## config.mk

```make
export PLATFORM = sky130hd
export DESIGN_NAME = vend_credit_controller
export DESIGN_NICKNAME = d
export VERILOG_FILES = /design/src/rtl/vend_credit_controller.sv
export SDC_FILE = /design/constraint.sdc
export NUM_CORES = 1
export LEC_CHECK = 0
export CAP_MARGIN = 30
export CORE_UTILIZATION = 30
export CTS_BUF_LIST = sky130_fd_sc_hd__clkbuf_16
export DETAILED_ROUTE_END_ITERATION = 10
export DONT_BUFFER_PORTS = 1
export PLACE_DENSITY = 0.42
export SLEW_MARGIN = 10
export SYNTH_ARGS = -nofsm -noshare
export SYNTH_HDL_FRONTEND = slang
export SYNTH_SLANG_ARGS = --single-unit
```

## constraint.sdc

```tcl
create_clock -name clk -period 3.7 [get_ports clk]
set_input_delay 0.74 -clock clk [delete_from_list [all_inputs] [get_ports clk]]
set_output_delay 0.74 -clock clk [all_outputs]
set_load 0.01 [all_outputs]
```

## src/rtl/vend_credit_controller.sv

```systemverilog
// Vending credit controller: two-slot coin arbitration, credit,
// timed dispense, change payout and cancel handling.
module vend_credit_controller #(
  parameter int PRICE           = 3,
  parameter int DISPENSE_CYCLES = 4,
  parameter int CW              = 4
) (
  input  logic          clk,
  input  logic          rst,
  input  logic          coin_a_valid,
  input  logic [1:0]    coin_a_code,
  output logic          coin_a_ready,
  input  logic          coin_b_valid,
  input  logic [1:0]    coin_b_code,
  output logic          coin_b_ready,
  input  logic          cancel,
  output logic          dispense,
  output logic          change_pulse,
  output logic          reject,
  output logic          busy,
  output logic [CW-1:0] credit,
  output logic [7:0]    sale_count
);

  localparam int DW =
    (DISPENSE_CYCLES > 1) ? $clog2(DISPENSE_CYCLES) : 1;
  localparam logic [DW-1:0] DLAST   = DW'(DISPENSE_CYCLES - 1);
  localparam logic [CW-1:0] PRICE_C = CW'(PRICE);

  typedef enum logic [1:0] {
    COLLECT,
    DISPENSE,
    CHANGE
  } state_e;

  state_e        state_q;
  logic [CW-1:0] credit_q;
  logic [7:0]    sale_q;
  logic [DW-1:0] cnt_q;
  logic          rr_q;
  logic          reject_q;

  logic          a_live;
  logic          b_live;
  logic          open_w;
  logic          xfer;
  logic          xfer_a;
  logic [1:0]    code_sel;
  logic          coin_bad;
  logic [CW-1:0] coin_val;
  logic [CW-1:0] sum_d;
  logic          sale_hit;

  // Arbitration: code 00 is no coin; rr_q=1 means slot B has priority.
  always_comb begin
    a_live       = coin_a_valid & (coin_a_code != 2'b00);
    b_live       = coin_b_valid & (coin_b_code != 2'b00);
    open_w       = (state_q == COLLECT) & ~cancel;
    coin_a_ready = open_w & a_live & (~b_live | ~rr_q);
    coin_b_ready = open_w & b_live & (~a_live | rr_q);
    xfer_a       = coin_a_ready;
    xfer         = coin_a_ready | coin_b_ready;
    code_sel     = xfer_a ? coin_a_code : coin_b_code;
    coin_bad     = xfer & (code_sel == 2'b11);
    coin_val     = coin_bad ? '0 : CW'(code_sel);
    sum_d        = credit_q + coin_val;
    sale_hit     = sum_d >= PRICE_C;
  end

  // Sequencer: collect coins, run the dispense timer, pay out change.
  always_ff @(posedge clk or negedge rst) begin
    if (!rst) begin
      state_q  <= COLLECT;
      credit_q <= '0;
      sale_q   <= '0;
      cnt_q    <= '0;
      rr_q     <= 1'b0;
      reject_q <= 1'b0;
    end else begin
      reject_q <= coin_bad;
      if (xfer) rr_q <= xfer_a;
      unique case (state_q)
        COLLECT: begin
          if (cancel) begin
            if (credit_q != '0) state_q <= CHANGE;
          end else if (xfer && !coin_bad) begin
            if (sale_hit) begin
              credit_q <= sum_d - PRICE_C;
              sale_q   <= sale_q + 8'd1;
              cnt_q    <= '0;
              state_q  <= DISPENSE;
            end else begin
              credit_q <= sum_d;
            end
          end
        end
        DISPENSE: begin
          if (cnt_q == DLAST) begin
            cnt_q   <= '0;
            state_q <= (credit_q != '0) ? CHANGE : COLLECT;
          end else begin
            cnt_q <= cnt_q + 1'b1;
          end
        end
        CHANGE: begin
          credit_q <= credit_q - 1'b1;
          if (credit_q == CW'(1)) state_q <= COLLECT;
        end
        default: state_q <= COLLECT;
      endcase
    end
  end

  assign dispense     = (state_q == DISPENSE);
  assign change_pulse = (state_q == CHANGE);
  assign busy         = (state_q != COLLECT);
  assign reject       = reject_q;
  assign credit       = credit_q;
  assign sale_count   = sale_q;

endmodule

```

# == After elaboration in Yosys (flattened, before gate mapping) ==
# Cells that the tools add are included.
# word_totals
inputBits,9
ff_bits,18
wordCells,72
out_inout_bits,18
# op_classes
addsub,5
order_cmp,1
mux,19
eq_ne,13
n_bitwise,15
n_reduce_logical,13
# op_table
cell,n
$mux W2,13
$mux W4,3
$reduce_bool A2 Y1,5
$add A8 B1 Y8 const B,1
$and A1 B1 Y1,8
$pmux W4 S2,1
$reduce_and A4 Y1,2
$eq A2 B2 Y1 const B,3
$ne A2 B1 Y1 const B,3
$ne A3 B2 Y1 const B,2
$pmux W2 S3,1
$reduce_and A5 Y1,1
$add A4 B2 Y4,1
$eq A4 B1 Y1 const B,1
$ge A4 B2 Y1 const B,1
$ne A2 B2 Y1 const B,2
$not A1 Y1,4
$pmux W2 S2,1
$reduce_bool A4 Y1,1
$sub A4 B1 Y4 const B,1
$sub A4 B2 Y4 const B,1
$ne A3 B3 Y1 const B,1
$or A1 B1 Y1,3
$reduce_and A3 Y1,1
other kinds (5),5

# == Longest topological paths before layout ==
# logic_depth
word_depth,15
ltp_mapped,13
depth_no_buf,12

# == Worst setup path after synthesis ==
# Ideal clock, no wire load.
# synth_path
kind,in2reg
start,input cancel
end,register credit_q[2] (netlist: credit[2])
n_path_buf,1
arrival_time_ns,3.705
setup_time_ns,0.126
cell_stages,12
path_slack_ns,-0.131
required_ns,3.574
cell_sequence,nor3_4 -> nand3_1 -> or2_2 -> clkbuf_1 -> mux2_2 -> a21boi_0 -> ha_1 -> fa_1 -> ha_1 -> nor3_4 -> nor2_1 -> a221o_1
# synth_via
elab_chain_len,14
word_cells_on_any_way,23
cone_classes,2 x add/sub; 1 x order compare; 3 x eq/ne; 6 x mux; 8 x bitwise; 3 x reduce/logical
# synth_lines
element,line_no,text
start: declaration,16,"input logic cancel,"
$not A1 Y1 (no line),-,
$and A1 B1 Y1,58,open_w = (state_q == COLLECT) & ~cancel;
$and A1 B1 Y1 (2 in a row),59,coin_a_ready = open_w & a_live & (~b_live | ~rr_q);
$mux W2,63,code_sel = xfer_a ? coin_a_code : coin_b_code;
$eq A2 B2 Y1,64,coin_bad = xfer & (code_sel == 2'b11);
$and A1 B1 Y1,64,
$mux W2,65,coin_val = coin_bad ? '0 : CW'(code_sel);
$add A4 B2 Y4,66,sum_d = credit_q + coin_val;
$sub A4 B2 Y4 / $ge A4 B2 Y1 (equally long branches),"88, 67",
$mux W4,87,if (sale_hit) begin
$mux W4,86,end else if (xfer && !coin_bad) begin
$mux W4,84,if (cancel) begin
$pmux W4 S2,82,unique case (state_q)
end signal: assignment,88,credit_q <= sum_d - PRICE_C;
end signal: assignment,93,credit_q <= sum_d;
end signal: assignment,106,credit_q <= credit_q - 1'b1;
end: declaration,37,logic [CW-1:0] credit_q;
# Parallel ways exist; a longest one is shown, timed or not. The select of a mux whose other input is x is not followed.
# A chain may end at the register's enable or synchronous reset.

# == Worst setup path after layout ==
# layout_path
start,register state_q[1]
end,register credit_q[1] (netlist: credit[1])
# layout_via
elab_chain_len,14
word_cells_on_any_way,25
cone_classes,2 x add/sub; 1 x order compare; 4 x eq/ne; 6 x mux; 7 x bitwise; 5 x reduce/logical
# layout_lines
element,line_no,text
start: declaration,36,state_e state_q;
start signal: assignment,100,state_q <= (credit_q != '0) ? CHANGE : COLLECT;
$logic_not A2 Y1,"58, 82",
$and A1 B1 Y1,58,
$and A1 B1 Y1 (2 in a row),59,
$mux W2,63,
$eq A2 B2 Y1,64,
$and A1 B1 Y1,64,
$mux W2,65,
$add A4 B2 Y4,66,
$sub A4 B2 Y4 / $ge A4 B2 Y1 (equally long branches),"88, 67",
$mux W4,87,
$mux W4,86,
$mux W4,84,
$pmux W4 S2,82,
# Parallel ways exist; a longest one is shown, timed or not. The select of a mux whose other input is x is not followed.

==> flow_metrics.py <==
metrics = {
    "detailed_routing": {
        "post_drt_via_cell_ratio": 5.14,
        "drt_pre_antenna_iters": 2,
        "route.antenna.remaining_nets": 0,
        "wl_per_cell_um": 14.9,
        "routed-via-count": 940,
        "drt_drc_violations_left": 0,
        "dr.first_iter.drc_count": 31,
        "route.final.wire_length_um": 2720,
    },
    "logic_synthesis": {
        "yosys.cell_count.top_type": "dfrtp_1",
        "yosysTopAreaCellShare_pct": 36.0,
        "syn_area_um2": 1250,
        "async_flop_share_pct": 100,
        "synth_area_leader_cell": "dfrtp_1",
        "netlist-cell-type-count": 46,
        "synth_enable_flop_cells": 0,
        "number_of_synthesized_register_bits": 18,
        "syn-instance-count": 126,
        "ys_warn_count": 0,
        "seq_area_frac_synth_pct": 36.0,
        "syn-mean-instance-area_um2": 9.92,
        "most_used_standard_cells_in_the_synthesized_netlist": "18 x dfrtp_1, 12 x nand2_1, 10 x xor2_1",
        "synth_net_count": 143,
        "cell_types_occupying_the_most_area_after_synthesis": "dfrtp_1 36%, ha_1 7.0%, xor2_1 7.0%",
        "synth_flop_cell": "dfrtp_1",
    },
    "global_routing": {
        "met1_usage_pct": 18.0,
        "gr_usage_total_pct": 13.8,
        "globalRouteOverflowTotal": 0,
        "grt_pass1_wl_um": 4630,
        "first_global_vias": 954,
        "initial_antenna_violation_count": 0,
        "gr-max-usage-layer": "met2",
        "grt_start_max_net_pins": 19,
        "grt_util_met3_pct": 4.97,
        "grt.met2_usage_pct": 22.0,
    },
    "worst_setup_path": {
        "crit_path_start_kind": "flop",
        "critical_path_required_ps": 3890,
        "crit_arrival_ps": 3560,
        "timing.critical_path.to_type": "flop",
        "timing.setup.critical_path_class": "reg -> reg",
        "critical_path.max_fanout": 6,
    },
    "clock_network": {
        "numClockSinks": 18,
        "clkLatencyLatePin_ps": 250,
        "cts-root-buf": "clkbuf_16",
        "cts.reportedPaths.clkPinSlew_ps": 60,
        "clock_tree_from_tritoncts": "yes",
        "ctsHoldBuffers": 0,
        "cts.path.max_buffers": 2,
        "cts-buffers-inserted": 3,
        "ctsHtreeMaxLevel": 1,
    },
    "die": {
        "initial_core_util_pct": 31.2,
        "floorplan.die.height_um": 66.6,
        "dieWidth_um": 66.6,
        "placement_rows": 23,
        "io_pins": 27,
        "die_area_um2": 4430,
        "core_area_um2": 4000,
    },
    "timing": {
        "fin_worst_skew_ps": 3.78,
        "drv_slew": 0,
        "clock.fmax_mhz": 297,
        "number_of_endpoints_failing_setup_at_the_final_stage": 0,
        "worst_slew_margin_rel_pct": 45.1,
        "max_slew.worst_pin.slew_ps": 821,
        "grt_setup_unrepaired": "no",
        "post-route-min-period_ps": 3370,
        "finalHoldViolCount": 0,
        "layout_worst_path_cycle_share_pct": 91.1,
        "worst_slack_ps": 328,
        "final.setup.tns_ps": 0,
    },
    "status": {
        "status": "completed",
    },
    "placement": {
        "gpl.final_weighted_congestion": 0.784,
        "port-buffer-count": 0,
        "place_worst_setup_slack_ps": 51.8,
        "detailed_place.area_um2": 1350,
        "hpwlAfterDp_um": 2080,
        "placed_cells": 179,
    },
    "final_layout": {
        "area.sequential_um2": 450,
        "antenna_cells_inserted": 0,
        "area_delta_synth_final_pct": 14.2,
        "final_cells": 183,
        "final_design_area_no_fill_um2": 1430,
        "n_fill_cell": 401,
        "net_count_reported_at_finish": 151,
        "multi_input_comb_area_um2": 764,
        "drive_above_1_share_pct": 19.5,
    },
    "run": {
        "drv.max_cap_violation_count": 0,
    },
    "worst_hold_path": {
        "min_path_type": "in -> async",
    },
    "pwr": {
        "power.static_leakage_nw": 0.639,
        "p_total_w": 0.00124,
        "power.density_nw_per_um2": 872,
        "max-vdd-ir-drop_uv": 266,
    },
}
layout make-up:
type | instances | share of cell area [%]
clock buffers | 3 | 5.26
multi-input cells | 99 | 53.5
flip-flops and latches | 18 | 31.6
inverters | 5 | 1.31
repair buffers | 7 | 3.68
clock inverters | 1 | 0.263
well taps | 50 | 4.38
layer usage:
metal  wire length [µm]  part of all wire [%]
met5                  0                     0
met1               1230                    45
met3                144                   5.3
met2               1330                    49
met4                 13                  0.48
through the flow:
| stage | hold slack [ps] | util, % |
|---|---|---|
| global route | 169 | 35.7 |
| CTS | 175 | 35.6 |
| floorplan | 444 | - |
| detailed placement | 445 | 33.7 |
| finish | 182 | 35.7 |
| global placement | 445 | 33.7 |
timing repair:
| item | CTS | global route |
|---|---|---|
| setup buffers | 0 | 0 |
| endpoints found under the setup margin | 0 | 1 |
| resized for setup | 0 | 2 |
flip-flops by register name (all words and copies together) (netlist names):
signal	cells
cnt_q	2
credit	4
state_q	2
sale_count	8
rr_q	1
reject	1
critical path, cell delays in order, from the launching register on:
cell,delay (ps)
dfrtp_1,440
nor3_4,230
nand3_1,120
or2_2,320
mux2_2,290
a21boi_1,170
ha_2,230
fa_1,460
ha_2,260
or3b_2,450
o221ai_1,170
o311a_1,180
power breakdown:
| group | leakage [nW] | internal [W] | total, W | switching (W) |
|---|---|---|---|---|
| Sequential | 0.230 | 0.000268 | 0.000396 | 0.000128 |
| Clock | 0.0385 | 0.000144 | 0.000220 | 0.0000758 |
| Combinational | 0.371 | 0.000296 | 0.000629 | 0.000333 |
| Total | 0.639 | 0.000708 | 0.00124 | 0.000537 |
final timing paths:
| check | startpoint | to | slack, ps | depth (start not counted) |
|---|---|---|---|---|
| max in group asynchronous | rst | credit[2]$_DFFE_PN0P_ | 3440 | 0 |
| worst max register to register | state_q[1]$_DFFE_PN0P_ | credit[1]$_DFFE_PN0P_ | 330 | 11 |
| worst max-delay path | state_q[1]$_DFFE_PN0P_ | credit[1]$_DFFE_PN0P_ | 330 | 11 |
| worst min-delay path | rst | sale_count[7]$_DFFE_PN0P_ | 180 | 0 |
| worst min register to register | rr_q$_DFFE_PN0P_ | rr_q$_DFFE_PN0P_ | 520 | 2 |
| min in group clk | rr_q$_DFFE_PN0P_ | rr_q$_DFFE_PN0P_ | 520 | 2 |
cell usage in the layout (no fill, tap or decap), types with 3 or more instances in the layout:
master,count
a21oi_1,4
and2_1,3
buf_4,7
clkbuf_16,3
dfrtp_1,18
ha_1,5
inv_1,5
mux2_2,4
nand2_1,12
nand3_1,5
nor2_1,5
nor3_1,4
nor3b_1,3
o21ai_0,4
xor2_1,10
kinds of logic after synthesis:
group | Yosys count | synth area share (%)
AO/OA/AOI/OAI | 25 | 15.5
XOR/XNOR | 11 | 7.71
adder cells (fa/ha/maj) | 8 | 8.61
buffers and inverters | 9 | 3.40
flip-flops | 18 | 36.0
multiplexers | 6 | 5.21
AND/OR/NAND/NOR | 49 | 23.5
Note: power is estimated with default switching activity, not from simulation.
